--- config.mk ---
export PLATFORM = sky130hd
export DESIGN_NAME = tri_pixel_buffer
export DESIGN_NICKNAME = d
export VERILOG_FILES = /design/src/rtl/tri_pixel_buffer.sv
export SDC_FILE = /design/constraint.sdc
export NUM_CORES = 1
export LEC_CHECK = 0
export CAP_MARGIN = 20
export CORE_MARGIN = 8
export CORE_UTILIZATION = 63
export DETAILED_ROUTE_END_ITERATION = 10
export PLACE_DENSITY = 0.92
export SLEW_MARGIN = 20
export SYNTH_ARGS = -nofsm -noshare
export SYNTH_HDL_FRONTEND = slang
export SYNTH_SLANG_ARGS = --single-unit
export TNS_END_PERCENT = 5
--- constraint.sdc ---
create_clock -name clk -period 3.6 [get_ports clk]
set_input_delay 0.36 -clock clk [delete_from_list [all_inputs] [get_ports clk]]
set_output_delay 0.36 -clock clk [all_outputs]
set_load 0.01 [all_outputs]
--- src/rtl/tri_pixel_buffer.sv ---
// Occupancy bitmap for one rasterizer frame: collects points while busy is high,
// then drains the 8x8 bitmap row by row over a valid/ready handshake.
module tri_pixel_buffer (
    input  logic       clk,
    input  logic       reset,
    input  logic       busy,
    input  logic       po,
    input  logic [2:0] xo,
    input  logic [2:0] yo,
    input  logic       rd_ready,
    output logic       row_valid,
    output logic [2:0] row_idx,
    output logic [7:0] row_data,
    output logic [6:0] pix_cnt,
    output logic       frame_done,
    output logic       dup_err,
    output logic       proto_err
);

    typedef enum logic [1:0] {IDLE, COLLECT, DRAIN} state_t;

    state_t     state, state_nx;
    logic       busy_d;
    logic [7:0] bitmap [8];
    logic       rise, fall, xfer, last_xfer;

    assign rise = busy & ~busy_d;
    assign fall = ~busy & busy_d;

    always_ff @(posedge clk or posedge reset) begin
        if (reset) state <= IDLE;
        else       state <= state_nx;
    end

    always_comb begin
        row_valid = (state == DRAIN);
        row_data  = row_valid ? bitmap[row_idx] : '0;
        xfer      = row_valid & rd_ready;
        last_xfer = xfer && (row_idx == 3'd7);
        state_nx  = state;
        case (state)
            IDLE:    if (rise)      state_nx = COLLECT;
            COLLECT: if (fall)      state_nx = DRAIN;
            DRAIN:   if (last_xfer) state_nx = IDLE;
            default:                state_nx = IDLE;
        endcase
    end

    always_ff @(posedge clk or posedge reset) begin
        if (reset) begin
            busy_d     <= 1'b0;
            row_idx    <= '0;
            pix_cnt    <= '0;
            frame_done <= 1'b0;
            dup_err    <= 1'b0;
            proto_err  <= 1'b0;
            for (int unsigned r = 0; r < 8; r++) bitmap[3'(r)] <= '0;
        end else begin
            busy_d     <= busy;
            frame_done <= 1'b0;
            case (state)
                IDLE: begin
                    if (rise) begin
                        // Clear and capture a coincident point in one step.
                        for (int unsigned r = 0; r < 8; r++)
                            bitmap[3'(r)] <= (po && yo == 3'(r)) ? (8'd1 << xo) : '0;
                        pix_cnt <= po ? 7'd1 : 7'd0;
                        dup_err <= 1'b0;
                    end else if (po) begin
                        proto_err <= 1'b1;
                    end
                end
                COLLECT: begin
                    if (po) begin
                        if (bitmap[yo][xo]) begin
                            dup_err <= 1'b1;
                        end else begin
                            bitmap[yo][xo] <= 1'b1;
                            if (pix_cnt != 7'd64) pix_cnt <= pix_cnt + 7'd1;
                        end
                    end
                    if (fall) row_idx <= '0;
                end
                DRAIN: begin
                    if (po || rise) proto_err <= 1'b1;
                    if (xfer) begin
                        row_idx <= row_idx + 3'd1;
                        if (last_xfer) frame_done <= 1'b1;
                    end
                end
                default: ;
            endcase
        end
    end

endmodule

==> flow_metrics.env, run 1 <==
export IMPL_antenna_found_initial=0
export IMPL_multi_input_area_um2=2320
export IMPL_grt_total_usage=0.239
export IMPL_grt_pass1_wl_mm=18.7
export IMPL_fillerInstances=473
export IMPL_synth_top_family_by_area="multiplexers"
export IMPL_io_pins=33
export IMPL_rsz0062_at_grt="no"
export IMPL_yosysTopAreaCellShare=0.446
export IMPL_synth_top_cells_by_area="dfrtp_1, mux4_2, o31ai_1, nand2_1, mux2i_1"
export IMPL_postSynthCellCount=429
export IMPL_vdd_drop_max_mv=0.380
export IMPL_utilization=0.747
export IMPL_hold_class="input pin to async pin"
export IMPL_synth_seq_cells=80
export IMPL_cts_resized=0
export IMPL_worstPathRequired_ns=3.88
export IMPL_synthAdderAreaFrac=0.0111
export IMPL_grt_pass1_vias=3505
export IMPL_cts_tree="done"
export IMPL_arrival_ns=3.41
export IMPL_final_max_slew_violation_count=0
export IMPL_yosys_area_top_type="dfrtp_1"
export IMPL_netlist_top_cells_count="nand2_1, dfrtp_1, o31ai_1"
export IMPL_max_freq_mhz=320
export IMPL_vias_per_cell=6.72
export IMPL_htreeDepth=3
export IMPL_grt_start_max_net_pins=81
export IMPL_finalCritPeriodShare=0.868
export IMPL_synth_area_per_cell_um2=10.5
export IMPL_synthSimpleGateAreaFrac=0.155
export IMPL_cp_start_kind="input pin"
export IMPL_fp_row_count=30
export IMPL_clockRootBuffer="clkbuf_8"
export IMPL_power_leakage_nw=2.09
export IMPL_ctsLongestPathBuffers=2
export IMPL_place_gp_congestion=0.971
export IMPL_core_um2=6830
export IMPL_overflow=0
export IMPL_finalClockSkew_ns=0.0139
export IMPL_ff_latch_area_um2=2000
export IMPL_die_y_um=100
export IMPL_place_inst=533
export IMPL_status="finished clean"
export IMPL_fp_dieW_um=100
export IMPL_worst_setup_path_end_kind="register"
export IMPL_cp_max_fo=9
export IMPL_synthXorXnorAreaFrac=0.00195
export IMPL_avgRoutedWirePerCell_um=20.9
export IMPL_post_cts_buffers=0
export IMPL_slew_headroom=0.546
export IMPL_drt_initial_drc_count=333
export IMPL_vias=3681
export IMPL_synth_edff_count=0
export IMPL_insertion_delay_ns=0.35
export IMPL_synthArstFlopShare=1.00
export IMPL_r2r_worst_path_cells=6
export IMPL_fin_crit_ns=3.12
export IMPL_remaining_drc_errors=0
export IMPL_cts_hold_buf=0
export IMPL_finalHoldWorstSlack_ns=0.410
export IMPL_powerDensity_nw_per_um2=548
export IMPL_clock_sinks=80
export IMPL_drive_gt1_frac=0.146
export IMPL_cts_buffers=9
export IMPL_synth_compound_area_frac=0.155
export IMPL_finalNetCount=463
export IMPL_seq_area_frac_synth=0.446
export IMPL_hold_violations=0
export IMPL_instances_no_fill=548
export IMPL_synth_cell_types=46
export IMPL_fin_total_pwr_mw=2.79
export IMPL_hpwl_mm=7.74
export IMPL_ant_nets=0
export IMPL_io_buffers=32
export IMPL_worstMarginPinSlew_ns=0.681
export IMPL_tns_ns=0
export IMPL_antenna_cells=0
export IMPL_dr_pass1_iters=5
export IMPL_ys_flop_type="dfrtp_1"
export IMPL_synth_nets=444
export IMPL_drv_cap=0
export IMPL_crit_type="input pin to register"
export IMPL_synth_most_common_cell="nand2_1"
export IMPL_synthToLayoutAreaGrowth_pct=13.6
export IMPL_wl_mm=11.5
export IMPL_initial_utilization=0.658
export IMPL_die_area_um2=10100
export IMPL_synthMuxAreaShare=0.193
export IMPL_yosysWarnings=0
export IMPL_setup_viol_count_final=0
export IMPL_path_clk_slew_ns=0.09
export IMPL_netlist_area_um2=4490
-- worst paths after layout --
path,slack [ns],end,start
worst max-delay path,0.48,bitmap[30]$_DFFE_PP0P_,yo[1]
worst min-delay path,0.41,bitmap[53]$_DFFE_PP0P_,reset
worst max register to register,0.95,bitmap[30]$_DFFE_PP0P_,bitmap[30]$_DFFE_PP0P_
worst min register to register,0.48,proto_err$_DFFE_PP0P_,proto_err$_DFFE_PP0P_
max in group asynchronous,2.86,bitmap[20]$_DFFE_PP0P_,reset
min in group clk,0.48,proto_err$_DFFE_PP0P_,proto_err$_DFFE_PP0P_
-- cells by family after synthesis --
group	count (synthesis)
AOI/OAI and AO/OA	96
xor gates and xnor gates	1
adders and majority gates	4
buffers and inverters	41
DFF	80
muxes	54
and+or+nand+nor	153
-- stage by stage --
| stage | setup WS, ns | instance area, µm² |
|---|---|---|
| after global placement | 0.337 | 4880 |
| after floorplan | 1.04 | 4490 |
| after CTS | 0.568 | 5100 |
| after global routing | 0.381 | 5100 |
| final | 0.475 | 5100 |
| after detailed placement | 0.216 | 4880 |
-- per-layer routing --
metal,global-route usage,part of all wire,vias to the layer above
li1,-,-,1616
met1,0.332,0.41,1791
met2,0.357,0.46,240
met3,0.0450,0.10,34
met4,0.0977,0.026,0
met5,0,0,-
-- report_power, final --
part | total [mW] | leakage [nW] | switching, mW | internal, mW
clock | 0.731 | 0.108 | 0.326 | 0.406
sequential | 1.21 | 1.09 | 0.194 | 1.01
combinational | 0.856 | 0.896 | 0.461 | 0.395
-- layout by cell type (no fill, tap or decap), types with 2 or more instances in the layout --
cell type / count
nand3b_1: 2
bufinv_16: 2
nand2_1: 89
nand2b_1: 9
or2_2: 2
and2_1: 5
dfrtp_1: 80
o31ai_1: 51
mux4_2: 26
ha_1: 4
nor2_1: 17
nand3_1: 9
mux2i_1: 27
o22ai_1: 4
a21oi_1: 5
clkbuf_8: 10
inv_1: 5
a31oi_1: 3
nor3_1: 3
o21ai_0: 10
nor2b_1: 5
nand4b_1: 3
o21ai_2: 8
clkdlybuf4s50_1: 32
buf_4: 10
a22oi_1: 6
-- registers in the layout, summed over array words and instances (netlist names) --
name,count
bitmap,64
pix_cnt,7
row_idx,3
state,2
busy_d,1
dup_err,1
frame_done,1
proto_err,1
-- layout make-up --
type | count | area share
sequential | 80 | 0.392
multi-input combinational | 308 | 0.455
inverter | 6 | 0.00442
tap | 96 | 0.0235
clock buffer | 10 | 0.0270
clock inverter | 5 | 0.0159
timing repair buffer | 43 | 0.0814
-- worst max-delay path, stage by stage --
cell,delay (ns)
clkdlybuf4s50_1,0.78
buf_4,0.24
nor2b_1,0.33
a22oi_1,0.17
nand3_1,0.10
o21ai_0,0.15
o311a_1,0.42
or3b_1,0.61
o21ai_2,0.23
Power figures use the tool's default switching activity.
==> run 2, diff against run 1 <==
- ABC_CLOCK_PERIOD_IN_PS: unset -> 3600
- CORE_UTILIZATION: 63 -> 30
- PLACE_DENSITY: 0.92 -> 0.53
- SLEW_MARGIN: 20 -> unset
==> run 2 against run 1 <==
Effect of this change: via count decreased by 2.8%; clock skew decreased by 0.0068 ns; combinational power increased by 1%.
==> flow_metrics.env, run 2 (synthesis gave the netlist of run 1 again) <==
export IMPL_top_register="bitmap"
export IMPL_powerDensity_nw_per_um2=550
export IMPL_htreeDepth=3
export IMPL_setup_viol_count_final=0
export IMPL_clockRootBuffer="clkbuf_16"
export IMPL_hpwl_mm=8.47
export IMPL_largest_register_ffs=64
export IMPL_drive_gt1_frac=0.137
export IMPL_place_gp_congestion=0.857
export IMPL_wl_mm=12.6
export IMPL_vias=3579
export IMPL_pwr_share_clk=0.286
export IMPL_cts_hold_buf=0
export IMPL_top_regs="bitmap (64), pix_cnt (7), row_idx (3)"
export IMPL_antenna_cells=0
export IMPL_internal_power_mw=1.89
export IMPL_insertion_delay_ns=0.34
export IMPL_path_clk_slew_ns=0.06
export IMPL_p_switching_mw=1.00
export IMPL_final_max_slew_violation_count=0
export IMPL_power_leakage_nw=2.11
export IMPL_hold_violations=0
export IMPL_io_buffers=32
export IMPL_die_area_um2=19100
export IMPL_cts_resized=0
export IMPL_mostFrequentLayoutCell="nand2_1"
export IMPL_arrival_ns=3.34
export IMPL_status="finished clean"
export IMPL_grt_total_usage=0.134
export IMPL_worstMarginPinSlew_ns=0.933
export IMPL_vdd_drop_max_mv=0.251
export IMPL_hold_class="input pin to async pin"
export IMPL_rsz0062_at_grt="no"
export IMPL_grt_pass1_wl_mm=20.5
export IMPL_p_comb_frac=0.300
export IMPL_synthToLayoutAreaGrowth_pct=17.0
export IMPL_place_ws_ns=0.253
export IMPL_cp_start_kind="input pin"
export IMPL_slew_headroom=0.373
export IMPL_worstPathRequired_ns=3.82
export IMPL_drt_initial_drc_count=315
export IMPL_fin_crit_ns=3.12
export IMPL_io_pins=33
export IMPL_cts_buffers=9
export IMPL_remaining_drc_errors=0
export IMPL_finalCritPeriodShare=0.867
export IMPL_ant_nets=0
export IMPL_overflow=0
export IMPL_swShare=0.346
export IMPL_final_cell_mix="nand2_1, dfrtp_1, o31ai_1"
export IMPL_worst_setup_path_end_kind="register"
export IMPL_fp_dieW_um=138
export IMPL_antenna_found_initial=0
export IMPL_ctsLongestPathBuffers=2
export IMPL_grt_start_max_net_pins=66
export IMPL_clock_sinks=80
export IMPL_p_seq_frac=0.414
export IMPL_avgRoutedWirePerCell_um=19.9
export IMPL_fp_row_count=44
export IMPL_die_y_um=138
export IMPL_fillerInstances=1447
export IMPL_finalNetCount=463
export IMPL_core_um2=14600
export IMPL_vias_per_cell=5.64
export IMPL_cp_max_fo=10
export IMPL_tns_ns=0
export IMPL_max_freq_mhz=320
export IMPL_initial_utilization=0.308
export IMPL_cts_tree="done"
export IMPL_crit_type="input pin to register"
export IMPL_setup_ws_ns=0.478
export IMPL_post_cts_buffers=0
export IMPL_dr_pass1_iters=5
export IMPL_drv_cap=0
export IMPL_utilization=0.360
export IMPL_finalClockSkew_ns=0.00711
export IMPL_grt_pass1_vias=3419
-- run 2: layout make-up --
class | count | area, µm² | share of cell area
clock buffer | 13 | 250 | 0.0476
clock inverter | 1 | 5.00 | 0.000952
inverter | 6 | 23.8 | 0.00452
multi-input combinational | 308 | 2320 | 0.441
sequential | 80 | 2000 | 0.381
tap | 184 | 230 | 0.0438
timing repair buffer | 43 | 428 | 0.0814
-- run 2: final timing paths --
kind / cells past startpoint / startpoint / slack, ns / to
max: 9 / yo[1] / 0.48 / pix_cnt[6]$_DFFE_PP0P_
min: 2 / reset / 0.35 / bitmap[61]$_DFFE_PP0P_
max reg2reg: 6 / bitmap[6]$_DFFE_PP0P_ / 1.04 / pix_cnt[6]$_DFFE_PP0P_
min reg2reg: 1 / proto_err$_DFFE_PP0P_ / 0.48 / proto_err$_DFFE_PP0P_
max in group asynchronous: 3 / reset / 2.45 / bitmap[60]$_DFFE_PP0P_
min in group clk: 1 / proto_err$_DFFE_PP0P_ / 0.48 / proto_err$_DFFE_PP0P_
-- run 2: power groups by stage --
stage,Combinational (mW),Sequential (mW),Clock [mW]
3_5_place_dp,0.863,1.21,0
3_3_place_gp,0.856,1.21,0
6_report,0.867,1.20,0.828
5_1_grt,0.960,1.22,0.894
2_1_floorplan,0.603,1.14,0
4_1_cts,0.865,1.20,0.852
-- run 2: layer usage --
metal | GRT usage | vias to the layer above | share of wire
li1 | - | 1619 | -
met1 | 0.185 | 1813 | 0.47
met2 | 0.196 | 125 | 0.45
met3 | 0.0380 | 22 | 0.058
met4 | 0.0481 | 0 | 0.021
met5 | 0 | - | 0
-- run 2: metrics by stage --
step / total power, mW / hold WS, ns / cell area [µm²] / instances
finish: 2.89 / 0.353 / 5260 / 635
detailed placement: 2.08 / 0.469 / 4980 / 620
floorplan: 1.75 / 0.391 / 4490 / 429
CTS: 2.92 / 0.372 / 5240 / 634
global placement: 2.07 / 0.461 / 4980 / 620
global route: 3.08 / 0.390 / 5260 / 635
-- run 2: worst max-delay path, cell delays in order --
cell,delay [ns]
clkdlybuf4s50_1,0.70
buf_4,0.26
and2_0,0.34
a22oi_1,0.15
nand3_1,0.12
o21ai_0,0.16
o31ai_1,0.79
a21oi_1,0.16
a211o_1,0.31
